$ cat config.mk
export PLATFORM = sky130hd
export DESIGN_NAME = uart_rx_decoder_flat
export DESIGN_NICKNAME = d
export VERILOG_FILES = /design/src/rtl/uart_rx_decoder_if.sv /design/src/rtl/uart_rx_decoder.sv /design/src/flat_wrapper.sv
export SDC_FILE = /design/constraint.sdc
export NUM_CORES = 1
export LEC_CHECK = 0
export CORE_UTILIZATION = 55
export DETAILED_ROUTE_END_ITERATION = 8
export GPL_TIMING_DRIVEN = 0
export PLACE_DENSITY = 0.75
export SYNTH_ARGS = -nofsm -noshare
export SYNTH_HDL_FRONTEND = slang
export SYNTH_SLANG_ARGS = --single-unit
$ cat constraint.sdc
create_clock -name i_Clock -period 2.41 [get_ports i_Clock]
set_input_delay 0.6025 -clock i_Clock [delete_from_list [all_inputs] [get_ports i_Clock]]
set_output_delay 0.6025 -clock i_Clock [all_outputs]
set_load 0.1 [all_outputs]
$ cat src/rtl/uart_rx_decoder_if.sv
`default_nettype none
// ============================================================================
// Module      : uart_rx_decoder_if
// Description : Serial line and received-byte signals for the 8N1 receiver.
//               The master drives the line; the slave is the receiver.
// Revision    : 1.0 - initial release
// ============================================================================
interface uart_rx_decoder_if;
    logic       i_Rx_Serial;
    logic       o_Rx_DV;
    logic [7:0] o_Rx_Byte;
    logic       o_Frame_Err;

    modport master (
        output i_Rx_Serial,
        input  o_Rx_DV,
        input  o_Rx_Byte,
        input  o_Frame_Err
    );

    modport slave (
        input  i_Rx_Serial,
        output o_Rx_DV,
        output o_Rx_Byte,
        output o_Frame_Err
    );
endinterface
`default_nettype wire

$ cat src/rtl/uart_rx_decoder.sv
`default_nettype none
// ============================================================================
// Module      : uart_rx_decoder
// Description : 8N1 asynchronous serial receiver, oversampled by the system
//               clock; one-cycle valid or frame-error strobe per frame.
// Revision    : 1.0 - initial release
// ============================================================================
module uart_rx_decoder #(
    parameter int CLKS_PER_BIT = 868
) (
    input  logic             i_Clock,
    input  logic             i_Reset,
    uart_rx_decoder_if.slave rx
);

    localparam int               c_CW   = $clog2(CLKS_PER_BIT);
    localparam logic [c_CW-1:0]  c_HALF = c_CW'((CLKS_PER_BIT - 1) / 2);
    localparam logic [c_CW-1:0]  c_LAST = c_CW'(CLKS_PER_BIT - 1);

    typedef enum logic [2:0] {
        S_IDLE    = 3'd0,
        S_START   = 3'd1,
        S_DATA    = 3'd2,
        S_STOP    = 3'd3,
        S_CLEANUP = 3'd4
    } state_t;

    state_t          r_state, w_state_nxt;
    logic [1:0]      r_sync;
    logic            w_rx_s;
    logic [c_CW-1:0] r_cnt, w_cnt_nxt;
    logic [2:0]      r_idx, w_idx_nxt;
    logic [7:0]      r_shreg, w_shreg_nxt;
    logic [7:0]      r_byte, w_byte_nxt;
    logic            r_dv, w_dv_nxt;
    logic            r_err, w_err_nxt;
    logic            r_need_high, w_need_high_nxt;

    assign w_rx_s = r_sync[1];

    always_ff @(posedge i_Clock) begin
        if (i_Reset) begin
            r_sync      <= 2'b11;
            r_state     <= S_IDLE;
            r_cnt       <= '0;
            r_idx       <= 3'd0;
            r_shreg     <= 8'h00;
            r_byte      <= 8'h00;
            r_dv        <= 1'b0;
            r_err       <= 1'b0;
            r_need_high <= 1'b0;
        end else begin
            r_sync      <= {r_sync[0], rx.i_Rx_Serial};
            r_state     <= w_state_nxt;
            r_cnt       <= w_cnt_nxt;
            r_idx       <= w_idx_nxt;
            r_shreg     <= w_shreg_nxt;
            r_byte      <= w_byte_nxt;
            r_dv        <= w_dv_nxt;
            r_err       <= w_err_nxt;
            r_need_high <= w_need_high_nxt;
        end
    end

    always_comb begin
        w_state_nxt     = r_state;
        w_cnt_nxt       = r_cnt;
        w_idx_nxt       = r_idx;
        w_shreg_nxt     = r_shreg;
        w_byte_nxt      = r_byte;
        w_dv_nxt        = 1'b0;
        w_err_nxt       = 1'b0;
        w_need_high_nxt = r_need_high;

        case (r_state)
            S_IDLE: begin
                w_cnt_nxt = '0;
                // After a low stop bit the line must go idle before a new start counts
                if (r_need_high) begin
                    if (w_rx_s) begin
                        w_need_high_nxt = 1'b0;
                    end
                end else if (!w_rx_s) begin
                    w_state_nxt = S_START;
                end
            end

            S_START: begin
                if (r_cnt == c_HALF) begin
                    w_cnt_nxt = '0;
                    if (!w_rx_s) begin
                        w_state_nxt = S_DATA;
                        w_idx_nxt   = 3'd0;
                    end else begin
                        w_state_nxt = S_IDLE;
                    end
                end else begin
                    w_cnt_nxt = r_cnt + 1'b1;
                end
            end

            S_DATA: begin
                if (r_cnt == c_LAST) begin
                    w_cnt_nxt          = '0;
                    w_shreg_nxt[r_idx] = w_rx_s;
                    if (r_idx == 3'd7) begin
                        w_state_nxt = S_STOP;
                    end else begin
                        w_idx_nxt = r_idx + 3'd1;
                    end
                end else begin
                    w_cnt_nxt = r_cnt + 1'b1;
                end
            end

            S_STOP: begin
                if (r_cnt == c_LAST) begin
                    w_cnt_nxt   = '0;
                    w_state_nxt = S_CLEANUP;
                    if (w_rx_s) begin
                        w_byte_nxt = r_shreg;
                        w_dv_nxt   = 1'b1;
                    end else begin
                        w_err_nxt       = 1'b1;
                        w_need_high_nxt = 1'b1;
                    end
                end else begin
                    w_cnt_nxt = r_cnt + 1'b1;
                end
            end

            S_CLEANUP: begin
                w_state_nxt = S_IDLE;
            end

            default: begin
                w_state_nxt = S_IDLE;
                w_cnt_nxt   = '0;
            end
        endcase
    end

    assign rx.o_Rx_DV     = r_dv;
    assign rx.o_Rx_Byte   = r_byte;
    assign rx.o_Frame_Err = r_err;

endmodule
`default_nettype wire

$ cat src/flat_wrapper.sv
// flat-port wrapper written by rule: the top's interface ports become plain ports
module uart_rx_decoder_flat 
#(
    parameter int CLKS_PER_BIT = 868
)
  (i_Clock, i_Reset, rx_i_Rx_Serial, rx_o_Rx_DV, rx_o_Rx_Byte, rx_o_Frame_Err);
  uart_rx_decoder_if rx_i ();
  input  logic i_Clock;
  input  logic i_Reset;
  input wire logic [$bits(rx_i.i_Rx_Serial)-1:0] rx_i_Rx_Serial;
  output wire logic [$bits(rx_i.o_Rx_DV)-1:0] rx_o_Rx_DV;
  output wire logic [$bits(rx_i.o_Rx_Byte)-1:0] rx_o_Rx_Byte;
  output wire logic [$bits(rx_i.o_Frame_Err)-1:0] rx_o_Frame_Err;
  assign rx_i.i_Rx_Serial = rx_i_Rx_Serial;
  assign rx_o_Rx_DV = rx_i.o_Rx_DV;
  assign rx_o_Rx_Byte = rx_i.o_Rx_Byte;
  assign rx_o_Frame_Err = rx_i.o_Frame_Err;
  uart_rx_decoder #(.CLKS_PER_BIT(CLKS_PER_BIT)) u_core (.i_Clock(i_Clock), .i_Reset(i_Reset), .rx(rx_i));
endmodule
### After elaboration in Yosys (flattened, before gate mapping)

Cells that the tools add are included.
W data, S select, Z words.

| cells by class | value |
|---|---|
| add/sub/neg operators | 2 |
| multiply operators | 0 |
| divide/modulo/power cells | 0 |
| $lt $le $gt $ge | 2 |
| equal/unequal tests | 16 |
| shift operators | 0 |
| muxes and demuxes | 25 |
| bitwise gates (word level) | 2 |
| reductions and logical operators | 11 |

Operators with widths:

| operator | count |
|---|---|
| $mux W3 | 10 |
| $pmux W10 S3 | 1 |
| $mux W10 | 2 |
| $pmux W3 S4 | 1 |
| $add A10 B1 Y10 const B | 1 |
| $eq A10 B10 Y1 const B | 1 |
| $eq A10 B9 Y1 const B | 1 |
| $ne A2 B2 Y1 const B | 5 |
| $bwmux W8 | 1 |
| $ne A2 B1 Y1 const B | 4 |
| $eq A3 B2 Y1 const B | 2 |
| $eq A3 B3 Y1 const B | 2 |
| $mux W1 | 6 |
| $pmux W3 S2 | 1 |
| $reduce_and A3 Y1 | 2 |
| $reduce_and A6 Y1 | 1 |
| $reduce_and A5 Y1 | 1 |
| $lt A3 B4 Y1 const B | 1 |
| $reduce_bool A2 Y1 | 2 |
| $add A3 B1 Y3 const B | 1 |
| $demux W1 S3 | 1 |
| $eq A3 B1 Y1 const B | 1 |
| $ge A3 B1 Y1 const B | 1 |
| $logic_not A3 Y1 | 1 |
| other kinds (7) | 8 |

| storage, ports and cells | value |
|---|---|
| register bits after elaboration | 37 |
| latch bits | 0 |
| RAM bits | 0 |
| memory bits (read-only) | 0 |
| bits of input ports | 3 |
| output and inout bits | 10 |
| memories kept | 0 |

### Logic depth before layout (Yosys ltp)

Gate-level depths: netlist (run 1).

| logic depth | value |
|---|---|
| depth after elaboration | 5 |
| gate-level depth with buffers | 8 |
| mapped depth without buffers | 7 |

### Least setup slack after synthesis (run 1)

Ideal clock, no wire load.

| timing path | value |
|---|---|
| path type | register -> register |
| from | reg u_core.r_cnt[0] |
| to | reg u_core.r_idx[0] |
| data arrival time | 1.774 ns |
| data required time | 2.282 ns |
| setup slack | 0.508 ns |
| stages on the path, launching flop included | 7 |
| path buffers | 0 |
| cell sequence | dfxtp_1 ha_1 nand4bb_1 or4_4 a21oi_4 mux2i_1 nor2_1 |

| between the ends | value |
|---|---|
| word-level cells in the longest chain between the ends | 3 |
| elaborated cells on any way between the ends | 5 |
| those cells by class | eq/ne: 4; reduce/logical: 1 |

Ends and longest elaborated chain:

| what | line | source |
|---|---|---|
| from (decl) | uart_rx_decoder.sv:31 | `logic [c_CW-1:0] r_cnt, w_cnt_nxt;` |
| from (signal assigned) | uart_rx_decoder.sv:55 | `r_cnt <= w_cnt_nxt;` |
| $eq A10 B10 Y1 / $eq A10 B9 Y1 (equally long branches) | uart_rx_decoder.sv:103, uart_rx_decoder.sv:89 |  |
| $ne A2 B1 Y1 (no line) | - |  |
| $reduce_and A5 Y1 (no line) (*) | - |  |
| to (signal assigned) | uart_rx_decoder.sv:56 | `r_idx <= w_idx_nxt;` |
| to (decl) | uart_rx_decoder.sv:32 | `logic [2:0] r_idx, w_idx_nxt;` |

Every way passes the cells marked *; elsewhere a longest branch is shown, timed or not.
A chain may end at the register's enable or synchronous reset.

### Final worst setup path (run 1)

| timing path | value |
|---|---|
| from | reg u_core.r_cnt[0] |
| to | reg u_core.r_cnt[9] |

| between the ends | value |
|---|---|
| word-level cells in the longest chain between the ends | 3 |
| elaborated cells on any way between the ends | 6 |
| those cells by class | add/sub: 1; eq/ne: 2; mux: 3 |

Ends and longest elaborated chain:

| what | line | source |
|---|---|---|
| $add A10 B1 Y10 (tied with other cells) | uart_rx_decoder.sv:98, uart_rx_decoder.sv:112, uart_rx_decoder.sv:128 |  |
| $mux W10 (on tied branches) | uart_rx_decoder.sv:103, uart_rx_decoder.sv:117, uart_rx_decoder.sv:89 |  |
| $pmux W10 S3 (*) | uart_rx_decoder.sv:75 | `case (r_state)` |

Marked as above.

==> flow_metrics.env, run 1 <==
export IMPL_fin_area_sq_um=2020
export IMPL_tritoncts="done"
export IMPL_crit_start="u_core.r_cnt[0]$_SDFFE_PP0P_"
export IMPL_dp_hpwl_microns=2640
export IMPL_status="finished clean"
export IMPL_clockBufferDepth=2
export IMPL_yosys_area_share_simple_pct=28.6
export IMPL_gp_congestion=0.833
export IMPL_syn_num_nets=201
export IMPL_drive_gt1_share_pct=10.8
export IMPL_finalSetupViolations=0
export IMPL_wirelength_microns=3670
export IMPL_vias=1479
export IMPL_synth_top_family_by_area="simple AND/OR/NAND/NOR gates"
export IMPL_firstDrtPassIters=4
export IMPL_power_density_nw_per_um2=495
export IMPL_cts_buffers=5
export IMPL_critPathCapture="u_core.r_cnt[9]$_SDFFE_PP0P_"
export IMPL_postPlaceCellArea_sq_um=1970
export IMPL_period_share_pct=90.5
export IMPL_final_cell_mix="dfxtp_1 (37), nor2_1 (29), mux2i_1 (19)"
export IMPL_dp_slack_ns=0.140
export IMPL_fin_ws_ns=0.230
export IMPL_detail_route_antenna_nets=0
export IMPL_cap_violations=0
export IMPL_startpoint_type="flip-flop"
export IMPL_drt_iter0_markers=65
export IMPL_cts_resized=9
export IMPL_yosysSeqAreaShare_pct=41.3
export IMPL_worstSetupPathType="flip-flop to flip-flop"
export IMPL_finalSetupTns_ns=0
export IMPL_ys_ff_latch=37
export IMPL_core_area_sq_um=3080
export IMPL_initial_core_util_pct=58.3
export IMPL_rows=20
export IMPL_fmax_mhz=459
export IMPL_synthMuxAreaShare_pct=10.6
export IMPL_post_cts_buffers=0
export IMPL_critical_path_arrival_ns=2.40
export IMPL_cts_hold_buf=0
export IMPL_r2r_end="u_core.r_cnt[9]$_SDFFE_PP0P_"
export IMPL_diodes=0
export IMPL_vdd_drop_max_mv=0.361
export IMPL_grt_max_degree=12
export IMPL_path_max_fanout=10
export IMPL_p_leak_nw=0.892
export IMPL_globalRouteOverflowTotal=0
export IMPL_fin_crit_ns=2.18
export IMPL_synth_edf_count=0
export IMPL_drc=0
export IMPL_synth_warning_count=0
export IMPL_stdcell_count=257
export IMPL_synth_xor_area_share_pct=0.976
export IMPL_wl_per_cell_microns=14.3
export IMPL_grt_pass1_wl_microns=6430
export IMPL_endpoint_kind="flip-flop"
export IMPL_yosys_most_used_dff="dfxtp_1"
export IMPL_dp_cells=250
export IMPL_drv_slew=0
export IMPL_relSlewSlack_pct=35.8
export IMPL_hold_path_class="flip-flop to flip-flop"
export IMPL_worstPathRequired_ns=2.63
export IMPL_synth_fa_ha_area_share_pct=2.79
export IMPL_final_core_util_pct=65.8
export IMPL_tightestPinTransition_ns=0.961
export IMPL_hold_viol=0
export IMPL_finClkSkew_ns=0.00468
export IMPL_synth_cells=194
export IMPL_ys_types=45
export IMPL_cts_sinks=37
export IMPL_io_pins=13
export IMPL_path_clk_slew_ns=0.11
export IMPL_reg2reg_from="u_core.r_cnt[0]$_SDFFE_PP0P_"
export IMPL_r2r_cells=7
export IMPL_grt_antenna_before_repair=0
export IMPL_htree_levels=2
export IMPL_grt_total_usage_pct=24.8
export IMPL_die_area_sq_um=3490
export IMPL_syn_to_final_growth_pct=12.8
export IMPL_layout_commonest_cell="dfxtp_1"
export IMPL_place_port_buffers=12
export IMPL_grt_pass1_vias=1379
export IMPL_die_width_microns=59.1
export IMPL_cts_root_buf="clkbuf_4"
export IMPL_synth_compound_area_share_pct=11.4
export IMPL_synthesis_area_sq_um=1790
export IMPL_vias_per_cell=5.75
export IMPL_r2r_slack_ns=0.23
export IMPL_dieHeight_microns=59.1
export IMPL_clk_latency_ns=0.34
export IMPL_avgSynthCellArea_sq_um=9.25
export IMPL_final_nets=220
export IMPL_rsz0062_at_grt="no"
export IMPL_async_reset_ff_share_pct=0
sequential cells by signal, indices dropped and copies added (netlist names):
| signal | count |
|---|---|
| u_core.r_state | 3 |
| u_core.r_need_high | 1 |
| u_core.r_sync | 2 |
| u_core.r_shreg | 8 |
| u_core.r_idx | 3 |
| u_core.rx.o_Frame_Err | 1 |
| u_core.r_cnt | 10 |
| u_core.rx.o_Rx_Byte | 8 |
| u_core.rx.o_Rx_DV | 1 |
how the worst min path moves through the flow:
stage                                start                     endpoint  depth (start not counted)
6_report       u_core.r_sync[0]$_SDFF_PP1_  u_core.r_sync[1]$_SDFF_PP1_                          1
5_1_grt        u_core.r_sync[0]$_SDFF_PP1_  u_core.r_sync[1]$_SDFF_PP1_                          1
4_1_cts        u_core.r_sync[0]$_SDFF_PP1_  u_core.r_sync[1]$_SDFF_PP1_                          1
3_5_place_dp   u_core.r_sync[0]$_SDFF_PP1_  u_core.r_sync[1]$_SDFF_PP1_                          1
3_3_place_gp   u_core.r_sync[0]$_SDFF_PP1_  u_core.r_sync[1]$_SDFF_PP1_                          1
2_1_floorplan  u_core.r_sync[0]$_SDFF_PP1_  u_core.r_sync[1]$_SDFF_PP1_                          1
area by class of cell:
class                      instances  area [sq um]
fill                             287          1050
multi-input combinational        141           981
sequential                        37           741
timing repair buffer              12           111
buffer                            12          62.6
tap                               44          55.1
clock buffer                       6          51.3
inverter                           4          15.0
clock inverter                     1          7.51
through the flow:
stage	hold WS, ns	total power, W
5_1_grt	0.443	0.00104
4_1_cts	0.429	0.00101
3_5_place_dp	0.404	0.000676
3_3_place_gp	0.391	0.000674
2_1_floorplan	0.389	0.000662
6_report	0.427	0.00100
synth_stat cells (2+ instances only):
cell       number  area [sq um]
nor2b_1         3          18.8
nand4b_1        3          26.3
nand2_1         9          33.8
nand4_1         4          25.0
nand4bb_1       2          22.5
buf_2           5          25.0
clkbuf_1        5          18.8
dfxtp_1        37           741
ha_1            4          50.1
o31ai_1         4          30.0
and3_1          2          12.5
nor3_1          4          20.0
nor2_1         29           109
a21oi_1         8          40.0
or2_2           2          12.5
a31oi_1         7          43.8
mux2i_1        19           190
inv_1           4          15.0
nand2b_1        5          31.3
a22o_1          2          17.5
xnor2_1         2          17.5
o21ai_0         3          15.0
and4bb_1        2          25.0
nand3b_1        3          22.5
nand3_1         6          30.0
cells by family after synthesis:
group	after synthesis
and+or+nand+nor	86
DFF	37
AOI/OAI and AO/OA	30
muxes	19
buffers and inverters	16
adders and majority gates	4
xor gates and xnor gates	2
worst max-delay path, stage by stage, from the launching register on:
cell and delay, ns:
dfxtp_1 0.43, ha_1 0.19, or4bb_1 0.47, o31ai_1 0.37
nand2_1 0.17, buf_2 0.22, a21oi_1 0.14, a31oi_1 0.06
metal layers:
metal / up-vias / share of wire (%) / global-route usage, %
met4: 0 / 1.7 / 10.2
met3: 6 / 3.9 / 5.90
met2: 25 / 45 / 36.0
met1: 712 / 49 / 35.3
met5: - / 0 / 0
li1: 736 / - / -
report_power, final:
group	internal [W]	total [W]	switching, W	leakage (nW)
sequential	0.000616	0.000620	0.00000407	0.299
clock	0.000137	0.000341	0.000204	0.0303
combinational	0.0000164	0.0000424	0.0000260	0.563
total	0.000769	0.00100	0.000234	0.892
Power figures use the tool's default switching activity.
==> run 2, diff against run 1 <==
--- a/config.mk
+++ b/config.mk
@@ -9,6 +9,7 @@
 export DETAILED_ROUTE_END_ITERATION = 8
 export GPL_TIMING_DRIVEN = 0
 export PLACE_DENSITY = 0.75
+export SLEW_MARGIN = 20
 export SYNTH_ARGS = -nofsm -noshare
 export SYNTH_HDL_FRONTEND = slang
 export SYNTH_SLANG_ARGS = --single-unit
==> results of run 2 <==
The final DEF is identical to that of run 1; final timing and power are the same.
